**src/rtl/mmio_host_bridge.sv**
```systemverilog
// Host-side MMIO master: turns one host register command into a single
// req_val/req_rdy transaction and captures the matching response.
module mmio_host_bridge #(
  parameter int ADDR_W         = 32,
  parameter int DATA_W         = 64,
  parameter int TIMEOUT_CYCLES = 1024,
  parameter int CNT_W          = 16
) (
  input  logic              clk,
  input  logic              rst_n,
  input  logic              host_cmd,
  input  logic [ADDR_W-1:0] host_addr,
  input  logic [DATA_W-1:0] host_wdata,
  input  logic              host_go,
  output logic              host_busy,
  output logic              host_done,
  output logic              host_err,
  output logic              host_timeout,
  output logic [DATA_W-1:0] host_rdata,
  output logic [CNT_W-1:0]  host_txn_cnt,
  output logic              req_cmd,
  output logic [ADDR_W-1:0] req_addr,
  output logic [DATA_W-1:0] req_data,
  output logic              req_val,
  input  logic              req_rdy,
  input  logic              resp_cmd,
  input  logic [ADDR_W-1:0] resp_addr,
  input  logic [DATA_W-1:0] resp_data,
  input  logic              resp_val,
  output logic              resp_rdy
);

  localparam int TO_W = (TIMEOUT_CYCLES > 2) ? $clog2(TIMEOUT_CYCLES) : 1;
  localparam logic [TO_W-1:0] TO_LAST = TO_W'(TIMEOUT_CYCLES - 1);

  typedef enum logic [1:0] {
    IDLE = 2'd0,
    REQ  = 2'd1,
    WAIT = 2'd2
  } state_t;

  state_t            state_q, state_d;
  logic [TO_W-1:0]   to_cnt_q, to_cnt_d;
  logic              busy_q, busy_d;
  logic              done_q, done_d;
  logic              err_q, err_d;
  logic              timeout_q, timeout_d;
  logic [DATA_W-1:0] rdata_q, rdata_d;
  logic [CNT_W-1:0]  txn_cnt_q, txn_cnt_d;
  logic              req_cmd_q, req_cmd_d;
  logic [ADDR_W-1:0] req_addr_q, req_addr_d;
  logic [DATA_W-1:0] req_data_q, req_data_d;
  logic              req_val_q, req_val_d;
  logic              resp_rdy_q, resp_rdy_d;

  always_comb begin
    state_d    = state_q;
    to_cnt_d   = to_cnt_q;
    busy_d     = busy_q;
    done_d     = done_q;
    err_d      = err_q;
    timeout_d  = timeout_q;
    rdata_d    = rdata_q;
    txn_cnt_d  = txn_cnt_q;
    req_cmd_d  = req_cmd_q;
    req_addr_d = req_addr_q;
    req_data_d = req_data_q;
    req_val_d  = req_val_q;
    resp_rdy_d = resp_rdy_q;

    case (state_q)
      IDLE: begin
        if (host_go) begin
          req_cmd_d  = host_cmd;
          req_addr_d = host_addr;
          req_data_d = host_wdata;
          done_d     = 1'b0;
          err_d      = 1'b0;
          timeout_d  = 1'b0;
          busy_d     = 1'b1;
          req_val_d  = 1'b1;
          to_cnt_d   = '0;
          state_d    = REQ;
        end
      end
      REQ: begin
        if (req_val_q && req_rdy) begin
          req_val_d  = 1'b0;
          resp_rdy_d = 1'b1;
          state_d    = WAIT;
        end else if (to_cnt_q == TO_LAST) begin
          req_val_d  = 1'b0;
          busy_d     = 1'b0;
          timeout_d  = 1'b1;
          state_d    = IDLE;
        end else begin
          to_cnt_d = to_cnt_q + 1'b1;
        end
      end
      WAIT: begin
        // A fired request is always answered, so this state has no timeout.
        if (resp_val) begin
          rdata_d    = resp_data;
          done_d     = 1'b1;
          txn_cnt_d  = txn_cnt_q + 1'b1;
          err_d      = (resp_cmd != req_cmd_q) || (resp_addr != req_addr_q);
          resp_rdy_d = 1'b0;
          busy_d     = 1'b0;
          state_d    = IDLE;
        end
      end
      default: begin
        req_val_d  = 1'b0;
        resp_rdy_d = 1'b0;
        busy_d     = 1'b0;
        state_d    = IDLE;
      end
    endcase
  end

  always_ff @(posedge clk) begin
    if (!rst_n) begin
      state_q    <= IDLE;
      to_cnt_q   <= '0;
      busy_q     <= 1'b0;
      done_q     <= 1'b0;
      err_q      <= 1'b0;
      timeout_q  <= 1'b0;
      rdata_q    <= '0;
      txn_cnt_q  <= '0;
      req_cmd_q  <= 1'b0;
      req_addr_q <= '0;
      req_data_q <= '0;
      req_val_q  <= 1'b0;
      resp_rdy_q <= 1'b0;
    end else begin
      state_q    <= state_d;
      to_cnt_q   <= to_cnt_d;
      busy_q     <= busy_d;
      done_q     <= done_d;
      err_q      <= err_d;
      timeout_q  <= timeout_d;
      rdata_q    <= rdata_d;
      txn_cnt_q  <= txn_cnt_d;
      req_cmd_q  <= req_cmd_d;
      req_addr_q <= req_addr_d;
      req_data_q <= req_data_d;
      req_val_q  <= req_val_d;
      resp_rdy_q <= resp_rdy_d;
    end
  end

  assign host_busy    = busy_q;
  assign host_done    = done_q;
  assign host_err     = err_q;
  assign host_timeout = timeout_q;
  assign host_rdata   = rdata_q;
  assign host_txn_cnt = txn_cnt_q;
  assign req_cmd      = req_cmd_q;
  assign req_addr     = req_addr_q;
  assign req_data     = req_data_q;
  assign req_val      = req_val_q;
  assign resp_rdy     = resp_rdy_q;

endmodule
```
**config.mk**
```make
export PLATFORM = sky130hd
export DESIGN_NAME = mmio_host_bridge
export DESIGN_NICKNAME = d
export VERILOG_FILES = /design/src/rtl/mmio_host_bridge.sv
export SDC_FILE = /design/constraint.sdc
export NUM_CORES = 1
export LEC_CHECK = 0
export ABC_AREA = 1
export BUFFER_PORTS_ARGS = -buffer_cell sky130_fd_sc_hd__buf_2
export CORE_AREA = 2 2 148 150
export CTS_CLUSTER_DIAMETER = 150
export DETAILED_ROUTE_END_ITERATION = 16
export DIE_AREA = 0 0 150 152
export PLACE_DENSITY = 0.66
export SLEW_MARGIN = 30
export SYNTH_ARGS = -nofsm -noshare
export SYNTH_HDL_FRONTEND = slang
export SYNTH_SLANG_ARGS = --single-unit
```
**constraint.sdc**
```tcl
create_clock -name clk -period 4.25 [get_ports clk]
set_input_delay 0.2125 -clock clk [delete_from_list [all_inputs] [get_ports clk]]
set_output_delay 0.2125 -clock clk [all_outputs]
set_load 0.05 [all_outputs]
```
# Word-level counts from Yosys, hierarchy flattened
# Index checks and enable logic that the tools add are counted.
[classes]
n_reduce_logical = 14
muxes = 26
n_bitwise = 2
n_eq_ne = 12
add_sub_neg = 2
[ops]
columns = ["operator", "n"]
rows = [
  ["32-bit inequality test", 1],
  ["10-bit two-way mux", 3],
  ["10-bit one-hot mux with 2 select lines", 1],
  ["16-bit by 1-bit adder with 16-bit output, second input constant", 1],
  ["2-bit inequality test, second input constant", 6],
  ["3-bit AND reduction", 4],
  ["4-bit AND reduction", 3],
  ["1-bit two-way mux", 11],
  ["10-bit by 1-bit adder with 10-bit output, second input constant", 1],
  ["10-bit equality test, second input constant", 1],
  ["1-bit one-hot mux with 3 select lines", 3],
  ["2-bit two-way mux", 4],
  ["1-bit one-hot mux with 2 select lines", 3],
  ["2-bit one-hot mux with 3 select lines", 1],
  ["2-bit AND reduction", 2],
  ["2-bit nonzero test", 2],
  ["3-bit inequality test, second input constant", 1],
  ["2-bit by 1-bit equality test with 1-bit output, second input constant", 1],
  ["2-bit equality test, second input constant", 1],
  ["2-bit logical NOT", 1],
  ["1-bit inverter", 2],
  ["1-bit logical AND", 1],
  ["1-bit logical OR", 1],
  ["1-bit inequality test", 1],
]
[totals]
input_bits = 199
output_inout_bits = 183
word_cells = 69
regBits = 195

# Depth between registers and ports, before layout
[logic_depth]
depth_word = 4
mapped_depth = 9
mapped_depth_nobuf = 9

# Least setup slack after synthesis
# Ideal clock, no wire load.
[synth_timing]
kind = "flip-flop to flip-flop"
startpoint = "reg txn_cnt_q[0], in the netlist host_txn_cnt[0]"
endpoint = "reg txn_cnt_q[12], in the netlist host_txn_cnt[12]"
path_stages_with_launch = 9
slack_ns = 2.522
path_buffers = 0
required_time_ns = 4.136
arrival_time_ns = 1.614
cell_sequence = "dfxtp_1 -> ha_1 -> nand3_1 -> nor2_1 -> nand2_1 -> nor2_1 -> nand3_1 -> o21bai_1 -> nor2_1"
[synth_via]
elab_chain_len = 1
[synth_lines]
columns = ["element", "line", "source"]
rows = [
  ["start: declaration", "49", "logic [CNT_W-1:0] txn_cnt_q, txn_cnt_d;"],
  ["start signal: assignment", "144", "txn_cnt_q <= txn_cnt_d;"],
  ["16-bit by 1-bit adder with 16-bit output", "105", "txn_cnt_d = txn_cnt_q + 1'b1;"],
]
# No other way between the ends.
# A chain may end at the register's enable or synchronous reset.

# Worst setup path after layout
[layout_timing]
startpoint = "reg state_q[1]"
endpoint = "reg to_cnt_q[7]"
[layout_via]
elab_chain_len = 3
word_cells_on_any_way = 8
classes_between = "eq/ne: 4; mux: 1; reduce/logical: 3"
[layout_lines]
columns = ["element", "line", "source"]
rows = [
  ["start: declaration", "42", "state_t state_q, state_d;"],
  ["start signal: assignment", "137", "state_q <= state_d;"],
  ["2-bit by 1-bit equality test with 1-bit output / 2-bit logical NOT (equally long branches)", "71", "case (state_q)"],
  ["2-bit inequality test (no source line) / 2-bit nonzero test (equally long branches)", "n/a", ""],
  ["4-bit AND reduction (no source line)", "n/a", ""],
  ["end signal: assignment", "138", "to_cnt_q <= to_cnt_d;"],
  ["end: declaration", "43", "logic [TO_W-1:0] to_cnt_q, to_cnt_d;"],
]
# Parallel ways exist; a longest one is shown, timed or not.

==> impl_metrics.json <==
{
  "crit_top_cell": "nand2_1",
  "p_per_area_nw_per_um2": 423,
  "drc": 0,
  "design_area_um2": 10400,
  "yosysWarnings": 0,
  "synth_top_family_by_area": "simple AND/OR/NAND/NOR gates",
  "dr.pass1.iters": 7,
  "place_area_um2": 9790,
  "p_leak_uw": 0.00501,
  "hold_viol_final": 0,
  "grt.overflow.total": 0,
  "cts_resized": 0,
  "die_w_um": 150,
  "total_power_uw": 4410,
  "syn-cell-area_um2": 7750,
  "ys_seq_elements": 195,
  "synth_cells": 1073,
  "peakVddDrop_v": 0.000265,
  "fp.coreArea_um2": 21400,
  "setup_viol": 0,
  "tightest_slew_ns": 0.822,
  "die_h_um": 152,
  "rsz0062_at_grt": "false",
  "hold_path_class": "input port to flop",
  "grt_first_pass_wirelength_um": 37600,
  "hold_ws_ns": 0.0218,
  "ys_seq_area_frac": 0.503,
  "slowest_stage": "buf_6",
  "synth_xor_area_frac": 0.0169,
  "outcome": "finished, final reports clean",
  "required_ns": 4.61,
  "drt-initial-drc-count": 486,
  "fmax_ghz": 0.439,
  "cts_buffer_depth": 2,
  "syn2layout_area_growth_pct": 34.5,
  "synth_compound_area_frac": 0.148,
  "vias": 8025,
  "numCtsBuffers": 17,
  "drive_gt1_frac": 0.299,
  "worstPathCellList": "nor2_2, nand2_4, buf_6, nand2_1, nand2_2, inv_1, nand2_1, nand2_1, nor2_1",
  "track_usage": 0.205,
  "cp_top_family": "simple AND/OR/NAND/NOR gates",
  "cap_violations": 0,
  "syn_area_per_cell_um2": 7.23,
  "antenna_left": 0,
  "utilization": 0.488,
  "wl_per_cell_um": 14.1,
  "synthMuxAreaShare": 0,
  "crit_path_max_incr_delay_ns": 0.56,
  "row_count": 54,
  "final_nets": 1624,
  "place_hpwl_um": 17300,
  "portBuffers": 381,
  "cts_tree": "yes",
  "totalWireLength_um": 24200,
  "skew_ns": 0.00853,
  "path_clk_slew_ns": 0.09,
  "cp_max_fo": 112,
  "initial_core_util": 0.363,
  "slew_viol_final": 0,
  "yosysUniqueCellTypes": 31,
  "crit_arrival_ns": 2.64,
  "synthSimpleGateAreaFrac": 0.255,
  "hold_buffers": 0,
  "routabilityCongestion": 0.834,
  "cts.sink_count": 195,
  "via_per_inst": 4.67,
  "synthAdderAreaFrac": 0.00323,
  "htree_num_levels": 4,
  "pin_count": 382,
  "antenna_found_initial": 1,
  "clk_latency_ns": 0.42,
  "grt_max_degree": 114,
  "post-cts-setup-buffer-count": 0,
  "period_share": 0.536,
  "critPathLaunchType": "flop",
  "maxSlewHeadroom": 0.452,
  "crit_type": "flop to flop",
  "period_needed_ns": 2.28,
  "crit_buf_inv": 2,
  "cts_root_buffer": "clkbuf_16",
  "syn_nets": 1274,
  "tns_ns": 0,
  "worst-r2r-setup-slack_ns": 1.97,
  "die_area_um2": 22800,
  "endpoint_kind": "flop",
  "grt_pass1_vias": 7354
}
==> path summary, 6_finish.rpt <==
| check | end | start | depth (start not counted) |
|---|---|---|---|
| max reg2reg | to_cnt_q[7]$_SDFFE_PN0P_ | state_q[1]$_SDFFE_PN0P_ | 9 |
| min reg2reg | host_rdata[44]$_SDFFE_PN0P_ | host_rdata[44]$_SDFFE_PN0P_ | 2 |
| max | to_cnt_q[7]$_SDFFE_PN0P_ | state_q[1]$_SDFFE_PN0P_ | 9 |
| min | host_rdata[0]$_SDFFE_PN0P_ | resp_data[0] | 3 |
==> synth_stat cells <==
library cell  number  area [µm²]
nand2_1          255         957
nor2_1           206         773
dfxtp_1          195        3900
o21ai_0          112         561
a21oi_1          103         515
inv_1             77         289
clkbuf_1          31         116
nand3_1           20         100
buf_2             19        95.1
xnor2_1           13         114
nand4_1            5        31.3
o21bai_1           4        30.0
buf_4              3        22.5
buf_6              3        33.8
inv_2              3        11.3
nor2_4             3        33.8
a31oi_1            2        12.5
ha_1               2        25.0
nand2_2            2        12.5
nor2_2             2        12.5
nor3_1             2        10.0
xor2_1             2        17.5
a211oi_1           1        7.51
a221oi_1           1        8.76
clkbuf_2           1        5.00
nand3_4            1        17.5
nand4_2            1        12.5
nor3b_1            1        7.51
nor4_1             1        6.26
o21a_1             1        7.51
o21ai_1            1        5.00
==> routing by layer <==
metal / up-vias / track usage / wire (µm)
met3: 40 / 0.0526 / 1590
li1: 4088 / - / -
met4: 0 / 0.0764 / 618
met5: - / 0 / 0
met2: 264 / 0.348 / 11800
met1: 3633 / 0.247 / 10200
==> registers in the layout, indices dropped and copies added (netlist names) <==
signal	count
host_rdata	64
req_data	64
req_addr	32
host_txn_cnt	16
to_cnt_q	10
state_q	2
host_busy	1
host_done	1
host_err	1
host_timeout	1
req_cmd	1
req_val	1
resp_rdy	1
==> kinds of logic after synthesis <==
kind of cell             after synthesis
AO/OA/AOI/OAI                        225
flip-flops                           195
XOR/XNOR                              15
AND/OR/NAND/NOR                      499
buffers and inverters                137
adder cells (fa/ha/maj)                2
==> metrics by stage <==
stage | std cells | setup WS [ns]
2_1_floorplan | 1073 | 2.52
3_3_place_gp | 1682 | 1.84
3_5_place_dp | 1682 | 1.77
4_1_cts | 1714 | 1.70
5_1_grt | 1717 | 1.70
6_report | 1717 | 1.97
==> final cells by class <==
| type | instances | area, µm² |
|---|---|---|
| fill | 2257 | 10900 |
| sequential | 195 | 3900 |
| multi-input combinational | 741 | 3280 |
| timing repair buffer | 388 | 1970 |
| clock buffer | 17 | 425 |
| tap | 280 | 350 |
| inverter | 80 | 307 |
| clock inverter | 15 | 184 |
| antenna | 1 | 2.50 |
==> tightest hold or removal path: stages <==
cell,delay [ns]
buf_2,0.09
nand2_1,0.05
a21oi_1,0.05
==> power breakdown <==
| group | internal [µW] | total (µW) | switching, µW |
|---|---|---|---|
| combinational | 218 | 789 | 571 |
| sequential | 1920 | 1970 | 54.3 |
| clock | 805 | 1650 | 845 |
==> cell usage in the layout (no fill, tap or decap), drive strengths merged, types with 2 or more instances in the layout <==
cell type	netlist	routed
nand4	6	6
o21ai	113	113
clkinvlp	0	2
xor2	2	2
dfxtp	195	195
dlygate4sd3	0	2
xnor2	13	13
nor2	211	211
nand2	257	257
nor3	2	2
o21bai	4	4
a31oi	2	2
a21oi	103	103
ha	2	2
nand3	21	21
buf	25	386
clkbuf	32	17
inv	80	86
clkinv	0	7
No activity file was read; power rests on OpenSTA's default activity.
